$ cat config.mk
export PLATFORM = sky130hd
export DESIGN_NAME = alu_trace_capture
export DESIGN_NICKNAME = d
export VERILOG_FILES = /design/src/rtl/miniRISC_pkg.sv /design/src/rtl/trace_fifo_mem.sv /design/src/rtl/alu_trace_capture.sv
export SDC_FILE = /design/constraint.sdc
export NUM_CORES = 1
export LEC_CHECK = 0
export BUFFER_PORTS_ARGS = -buffer_cell sky130_fd_sc_hd__buf_2
export CAP_MARGIN = 20
export CORE_ASPECT_RATIO = 1.25
export CORE_UTILIZATION = 35
export DETAILED_ROUTE_END_ITERATION = 12
export REMOVE_ABC_BUFFERS = 1
export SETUP_SLACK_MARGIN = 0.02
export SLEW_MARGIN = 30
export SYNTH_ARGS = -nofsm -noshare
export SYNTH_HDL_FRONTEND = slang
export SYNTH_HIERARCHICAL = 1
export SYNTH_SLANG_ARGS = --single-unit
export TNS_END_PERCENT = 10
$ cat constraint.sdc
create_clock -name clk -period 5 [get_ports clk]
set_clock_uncertainty 0.2 [all_clocks]
set_input_delay 0.75 -clock clk [delete_from_list [all_inputs] [get_ports clk]]
set_output_delay 0.75 -clock clk [all_outputs]
set_load 0.1 [all_outputs]
$ cat src/rtl/miniRISC_pkg.sv
// miniRISC_pkg: ALU op encodings and trace entry layout shared by the ALU trace logic
package miniRISC_pkg;
  typedef enum logic [3:0] {
    ALU_ADD = 4'b0000,
    ALU_SUB = 4'b0001,
    ALU_AND = 4'b0010,
    ALU_OR  = 4'b0011,
    ALU_XOR = 4'b0100,
    ALU_NOT = 4'b0101,
    ALU_SLA = 4'b0110,
    ALU_SRA = 4'b0111,
    ALU_SRL = 4'b1000,
    ALU_CMP = 4'b1001
  } alu_op_e;
  localparam int TRACE_ENTRY_W = 39;
  localparam int TS_W          = 16;
  localparam int RESULT_LSB    = 0;
  localparam int CARRY_BIT     = 32;
  localparam int ZERO_BIT      = 33;
  localparam int SIGN_BIT      = 34;
  localparam int SEL_LSB       = 35;
  function automatic logic [TRACE_ENTRY_W-1:0] pack_entry(input logic [3:0] sel, input logic sign,
                                                          input logic zero, input logic carry,
                                                          input logic [31:0] result);
    return {sel, sign, zero, carry, result};
  endfunction
endpackage

$ cat src/rtl/trace_fifo_mem.sv
// trace_fifo_mem: trace storage RAM, registered write-first read port with flush-to-zero output
module trace_fifo_mem #(
  parameter int DEPTH = 8,
  parameter int W = 39
) (
  input  logic                       clk,
  input  logic                       flush,
  input  logic                       we,
  input  logic [$clog2(DEPTH)-1:0]   waddr,
  input  logic [$clog2(DEPTH)-1:0]   raddr,
  input  logic [W-1:0]               wdata,
  output logic [W-1:0]               q
);
  logic [W-1:0] mem [DEPTH];
  always_ff @(posedge clk)
    if (we) mem[waddr] <= wdata;
  // write-first forwarding lets an entry pushed into an empty FIFO appear one cycle later
  always_ff @(posedge clk)
    q <= flush ? '0 : (we && waddr == raddr) ? wdata : mem[raddr];
endmodule

$ cat src/rtl/alu_trace_capture.sv
// alu_trace_capture: FWFT trace FIFO of ALU outputs with mask filter and saturating drop counter
// define TRACE_TIMESTAMP_EN to prepend a 16-bit push-cycle timestamp to every entry
module alu_trace_capture
  import miniRISC_pkg::*;
#(
  parameter int DEPTH = 8,
  parameter logic [15:0] CAPTURE_MASK = 16'hFFFF,
  parameter int DROP_W = 16
) (
  input  logic                      clk,
  input  logic                      rst,
  input  logic                      cap_valid,
  input  logic [3:0]                alu_sel,
  input  logic [31:0]               alu_result,
  input  logic                      alu_sign,
  input  logic                      alu_zero,
  input  logic                      alu_carry,
  input  logic                      clear,
  output logic                      rd_valid,
  input  logic                      rd_ready,
`ifdef TRACE_TIMESTAMP_EN
  output logic [TS_W+TRACE_ENTRY_W-1:0] rd_data,
`else
  output logic [TRACE_ENTRY_W-1:0]  rd_data,
`endif
  output logic [$clog2(DEPTH):0]    level,
  output logic                      full,
  output logic [DROP_W-1:0]         drop_cnt
);
  localparam int AW = $clog2(DEPTH);
  localparam int LW = AW + 1;
  localparam int W = $bits(rd_data);
  logic [AW-1:0] wr_ptr, rd_ptr, rd_ptr_n;
  logic [LW-1:0] level_n;
  logic [W-1:0] wdata;
  logic flush, qual, push, pop;
  assign flush    = rst | clear;
  assign qual     = cap_valid & CAPTURE_MASK[alu_sel];
  assign pop      = rd_valid & rd_ready;
  assign push     = qual & (!full | pop);
  assign full     = level == LW'(DEPTH);
  assign level_n  = level + LW'(push) - LW'(pop);
  assign rd_ptr_n = rd_ptr + AW'(pop);
`ifdef TRACE_TIMESTAMP_EN
  logic [TS_W-1:0] ts;
  always_ff @(posedge clk)
    ts <= rst ? '0 : ts + 1'b1;
  assign wdata = {ts, pack_entry(alu_sel, alu_sign, alu_zero, alu_carry, alu_result)};
`else
  assign wdata = pack_entry(alu_sel, alu_sign, alu_zero, alu_carry, alu_result);
`endif
  always_ff @(posedge clk)
    if (flush) begin
      wr_ptr   <= '0;
      rd_ptr   <= '0;
      level    <= '0;
      rd_valid <= 1'b0;
      drop_cnt <= '0;
    end else begin
      wr_ptr   <= wr_ptr + AW'(push);
      rd_ptr   <= rd_ptr_n;
      level    <= level_n;
      rd_valid <= level_n != '0;
      if (qual && !push && drop_cnt != '1) drop_cnt <= drop_cnt + 1'b1;
    end
  // the RAM reads ahead at the post-pop pointer so the next entry follows a pop with no bubble
  trace_fifo_mem #(.DEPTH(DEPTH), .W(W)) u_mem (
    .clk   (clk),
    .flush (flush),
    .we    (push & !flush),
    .waddr (wr_ptr),
    .raddr (rd_ptr_n),
    .wdata (wdata),
    .q     (rd_data)
  );
endmodule

Word level (Yosys, flattened, before mapping) --
Memory sizes are Yosys's and may differ from the RTL's. A register that Yosys moved wholly into a read port is not among the register bits. Index checks and enable logic that the tools add are counted.
Storage, ports and cells: register bits 27, memory bits (writable) 312, ROM bits 16, input port bits 44, output and inout port bits 61, logic and storage cells 30, memories 2
Memories:
- u_mem.mem | depth 8, bits a word 39, read ports 1, clocked after Yosys merged registers in 1, write ports 1, RTL line trace_fifo_mem.sv:14 | logic [W-1:0] mem [DEPTH];
- (no name shown) | depth 16, bits a word 1, read ports 1, clocked after Yosys merged registers in 0, write ports 0, RTL line alu_trace_capture.sv:38 | assign qual = cap_valid & CAPTURE_MASK[alu_sel];
Cells by class: $add $sub $neg 5, order comparisons 1, eq/ne operators 2, multiplexer cells 3, bitwise gates (word level) 6, reduce and logical (&&, ||, !) cells 6
Operators with widths (number):
- 16-bit by 1-bit adder with 16-bit output (second input constant) | 1
- 16-bit inequality test (second input constant) | 1
- 3-bit by 1-bit adder with 3-bit output | 2
- 4-bit by 5-bit < comparator with 1-bit output (second input constant) | 1
- 4-bit by 1-bit adder with 4-bit output | 1
- 1-bit AND | 4
- 4-bit equality test (second input constant) | 1
- 4-bit nonzero test | 1
- 4-bit by 1-bit subtractor with 4-bit output | 1
- 1-bit logical NOT | 3
- 1-bit two-way mux | 3
- 1-bit logical AND | 2
- 1-bit OR | 2

Longest topological paths before layout --
depth after elaboration 7, depth in mapped cells 11, depth with buffers taken out 11

Hierarchy --
The synthesis kept the hierarchy.
Modules (own cells, without submodules):
- trace_fifo_mem | times used 1, cells an instance 598, area each 13173.9 µm², seq. area each 10149.7 µm²
- alu_trace_capture | times used 1, cells an instance 156, area each 1438.9 µm², seq. area each 540.5 µm²

Worst setup path before layout --
OpenSTA, ideal clock, no wires.
path type register to register, from register level[2], to memory u_mem.mem[0][0] (enable), setup time 0.484 ns, arrival time 4.876 ns, required time 4.316 ns, path slack -0.560 ns, cell stages (with the launch flop) 8, buffers on the path 0, clock period less this slack 5.560 ns, cells stage by stage dfxtp_1 inv_1 ha_1 nor3b_4 a21boi_0 and2_1 nand2b_1 nor3_1
On the way: word-level cells in the longest chain between the ends 7
Ends and longest elaborated chain:
- start: declaration | RTL line alu_trace_capture.sv:26 | output logic [$clog2(DEPTH):0] level,
- start signal: assignment | RTL line alu_trace_capture.sv:62 | level <= level_n;
- 4-bit equality test | RTL line alu_trace_capture.sv:41 | assign full = level == LW'(DEPTH);
- net full | RTL line alu_trace_capture.sv:27 | output logic full,
- 1-bit logical NOT | RTL line alu_trace_capture.sv:40 | assign push = qual & (!full | pop);
- 1-bit OR | RTL line alu_trace_capture.sv:40
- 1-bit AND | RTL line alu_trace_capture.sv:40
- 1-bit AND | RTL line alu_trace_capture.sv:70 | .we (push & !flush),
- 1-bit two-way mux | RTL line trace_fifo_mem.sv:16 | if (we) mem[waddr] <= wdata;
- 1-bit two-way mux (not written as such) | RTL line trace_fifo_mem.sv:16
- end: declaration | RTL line trace_fifo_mem.sv:14
The timed path passes the listed nets, and every way through them passes these cells.

Worst setup path in the final report --
from register level[2], to memory u_mem.mem[7][11] (enable)
On the way: word-level cells in the longest chain between the ends 7
Ends and longest elaborated chain (RTL line):
- 4-bit equality test | alu_trace_capture.sv:41
- 1-bit logical NOT | alu_trace_capture.sv:40
- 1-bit OR | alu_trace_capture.sv:40
- 1-bit AND | alu_trace_capture.sv:40
- 1-bit AND | alu_trace_capture.sv:70
- 1-bit two-way mux | trace_fifo_mem.sv:16
- 1-bit two-way mux (not written as such) | trace_fifo_mem.sv:16
Every way passes these cells.

==> summary.txt <==
Status
  • Status: complete, no violations

Setup path
  • Reg2reg start: level[2]$_SDFF_PP0_
  • Reg2reg path depth: 8
  • Critical-path top delay cell: nor2_4
  • Crit path max fanout: 18
  • Worst setup SP type: register
  • Critical path class: register to register
  • CP max stage delay: 0.66 ns
  • CP cell instances: inv_1 > ha_1 > nor3b_4 > a21boi_0 > and2_1 > nand2_1 > nor2_4 > buf_4
  • Register-to-Register Setup Slack: 1.70 ns
  • Worst EP arrival: 3.33 ns
  • Crit path required time: 5.02 ns
  • Reg-to-reg endpoint: u_mem/mem[7][11]$_DFFE_PP_
  • CP Capture Type: register

Timing
  • Fin crit period: 3.303 ns
  • Slew Limit Fails: 0
  • Worst Tran Pin Value: 0.8961 ns
  • Hold slack: 0.2970 ns
  • Maximum clock frequency: 302.8 MHz
  • Final Worst Setup Slack: 1.697 ns
  • Fin crit share: 66.05%
  • Slew headroom: 40.26%
  • Final count of hold timing violations: 0
  • RSZ-0062 raised after global routing: false
  • Setup violators final: 0

Layout
  • Layout area overhead: 17.03%
  • Ratio of cells with drive above 1 in the final layout: 33.04%
  • Commonest non-fill, non-tap cell in the layout: edfxtp_1
  • Most frequent cells in the layout: 312 x edfxtp_1, 104 x buf_2, 78 x mux4_2, 66 x dfxtp_1, 47 x nor2_1
  • Layout Utilization: 41.58%
  • Final #Nets: 936

Power
  • Final Power: 0.006782 W
  • Pleak: 5.570 nW
  • Max IR drop VDD: 0.1790 mV
  • PwrDens: 396.6 mW/mm2

Routing
  • Drt total wl: 29880 um
  • DR DRC count: 0
  • Wire length per cell: 20.38 um
  • Initial DRT Pass Iterations: 4
  • Iter 0 DRT Violations: 353
  • DRT antenna net count: 0
  • Routed vias: 7362
  • Vias/cell: 5.022

Synth
  • Top cell type by total area after synthesis: edfxtp_1
  • Main synth FF type: edfxtp_1
  • Yosys warnings: 6
  • Sequential fraction of the synthesis area: 73.16%
  • Synthesized area per cell: 19.38 um2
  • Yosys reg bits: 378
  • Synth top area cells: edfxtp_1 64%, mux4_2 12%, dfxtp_1 9.0%, mux2i_1 2.7%, a211oi_2 1.7%
  • Top-area cell type share of the netlist area: 64.12%
  • Ys async rst share: 0%
  • Syn Inst Count: 754
  • Mapped cell area: 0.01461 mm2
  • EDFF count, synth: 312
  • Netlist cell types: 56

Place
  • Gpl congestion: 0.7059
  • Number of port buffers: 104
  • Pre-CTS setup slack: 1.365 ns
  • Dpl hpwl: 16920 um

GRT
  • Grt total ovfl: 0
  • Total track usage: 14.32%
  • Initial antenna violation count: 5
  • Largest net degree at the start of global routing: 80
  • Vias in the first global route: 7484
  • First-pass GRT wire length: 45370 um

CTS
  • CTS tree: yes
  • Sink Count: 378
  • Deepest clock path buffer count: 3
  • Hold-fix buffers at CTS: 0
  • CTS H-tree depth: 2
  • Post-CTS sizing: 0
  • CTS root buf: clkbuf_16
  • Post-CTS setup buffers: 0
  • Clock insertion delay at the later pin of the skew report: 0.53 ns
  • TritonCTS Buffers: 38
  • Clock slew at reported path FFs: 0.06 ns

Hold path
  • Hold EP: drop_cnt[14]$_SDFFE_PP0P_
  • Min-delay worst type: input port to register
  • Hold path start: rst
  • Min-Delay Path Depth: 3

Floorplanning
  • Initial Utilization: 35.53%
  • Chip height: 230.5 um
  • Row cnt: 83
  • Ports: 105
  • Die ar.: 0.04258 mm2
  • Core ar.: 0.04112 mm2
  • Die X: 184.8 um

Flow run
  • Max Cap Viol: 0
area by class of cell:
class,instances,area [um2]
Clock inverter,19,142.6
Tap cell,552,690.7
Multi-Input combinational cell,328,3754
Sequential cell,378,10690
Fill cell,3652,24020
Timing Repair Buffer,129,733.2
Antenna cell,3,7.507
Clock buffer,50,1057
Inverter,7,26.28
stage by stage:
stage	cells	setup TNS (ns)	instance area, um2
3_3_place_gp	1394	0	15890
5_1_grt	1464	0	17100
4_1_cts	1463	0	17090
3_5_place_dp	1394	0	15890
2_1_floorplan	713	-147.08	14350
6_report	1466	0	17100
per-layer routing:
metal | vias up | GRT usage (%) | part of all wire [%] | wire (um)
li1 | 3317 | - | - | -
met1 | 3809 | 18.22 | 42 | 12580
met2 | 176 | 24.18 | 50 | 15040
met3 | 54 | 3.029 | 5.3 | 1569
met4 | 6 | 4.778 | 2.2 | 648
met5 | - | 0 | 0.13 | 40
worst max-delay path by stage:
stage / start / slack (ns) / to / cells after the start
6_report: level[2]$_SDFF_PP0_ / 1.70 / u_mem/mem[7][11]$_DFFE_PP_ / 8
5_1_grt: level[2]$_SDFF_PP0_ / 1.55 / u_mem/mem[7][8]$_DFFE_PP_ / 8
4_1_cts: level[2]$_SDFF_PP0_ / 1.72 / u_mem/mem[7][11]$_DFFE_PP_ / 8
3_5_place_dp: rd_ready / 1.37 / u_mem/q[20]$_SDFF_PP0_ / 9
3_3_place_gp: rd_ready / 1.40 / u_mem/q[20]$_SDFF_PP0_ / 9
2_1_floorplan: rd_valid$_SDFF_PP0_ / -2.65 / u_mem/q[0]$_SDFF_PP0_ / 9
Yosys cell counts, types with 4 or more instances:
master	count
edfxtp_1	312
mux4_2	78
dfxtp_1	66
nor2_1	53
mux2i_1	40
a211oi_2	20
a211oi_1	19
buf_2	17
nand2_1	13
a21oi_1	10
clkbuf_1	9
ha_1	9
and2_1	8
buf_4	8
nand3_1	7
o31ai_1	7
or4_1	7
inv_1	6
nand2b_1	4
nand4_1	4
cell families (layout without fill, tap and decap cells):
group                    after synthesis  count (layout)  share of synthesized area [%]
adder cells (fa/ha/maj)               10              10                         0.9076
flip-flops                           378             378                          73.16
other                                  0               3                              0
XOR/XNOR                               7               7                         0.4710
buffers and inverters                 48             205                          1.952
AND/OR/NAND/NOR                      118             118                          4.358
multiplexers                         118             118                          14.76
AO/OA/AOI/OAI                         75              75                          4.393
power breakdown:
group / leakage (nW) / total (W) / internal (W) / switching, W
combinational: 1.63 / 0.000563 / 0.000141 / 0.000422
sequential: 3.35 / 0.00347 / 0.00345 / 0.0000199
clock: 0.586 / 0.00275 / 0.00159 / 0.00116
sequential cells by signal, indices dropped and copies added, names as in the netlist:
signal / flops
drop_cnt: 16
level: 4
rd_ptr: 3
rd_valid: 1
u_mem/mem: 312
u_mem/q: 39
wr_ptr: 3
critical path, delay by kind of cell (launching register included):
kind / cells / cell delay, ns
AO/OA/AOI/OAI: 1 / 0.47
buffers and inverters: 2 / 0.42
flip-flops: 1 / 0.32
AND/OR/NAND/NOR: 4 / 1.37
adder cells (fa/ha/maj): 1 / 0.19
Note: power is estimated with default switching activity, not from simulation.
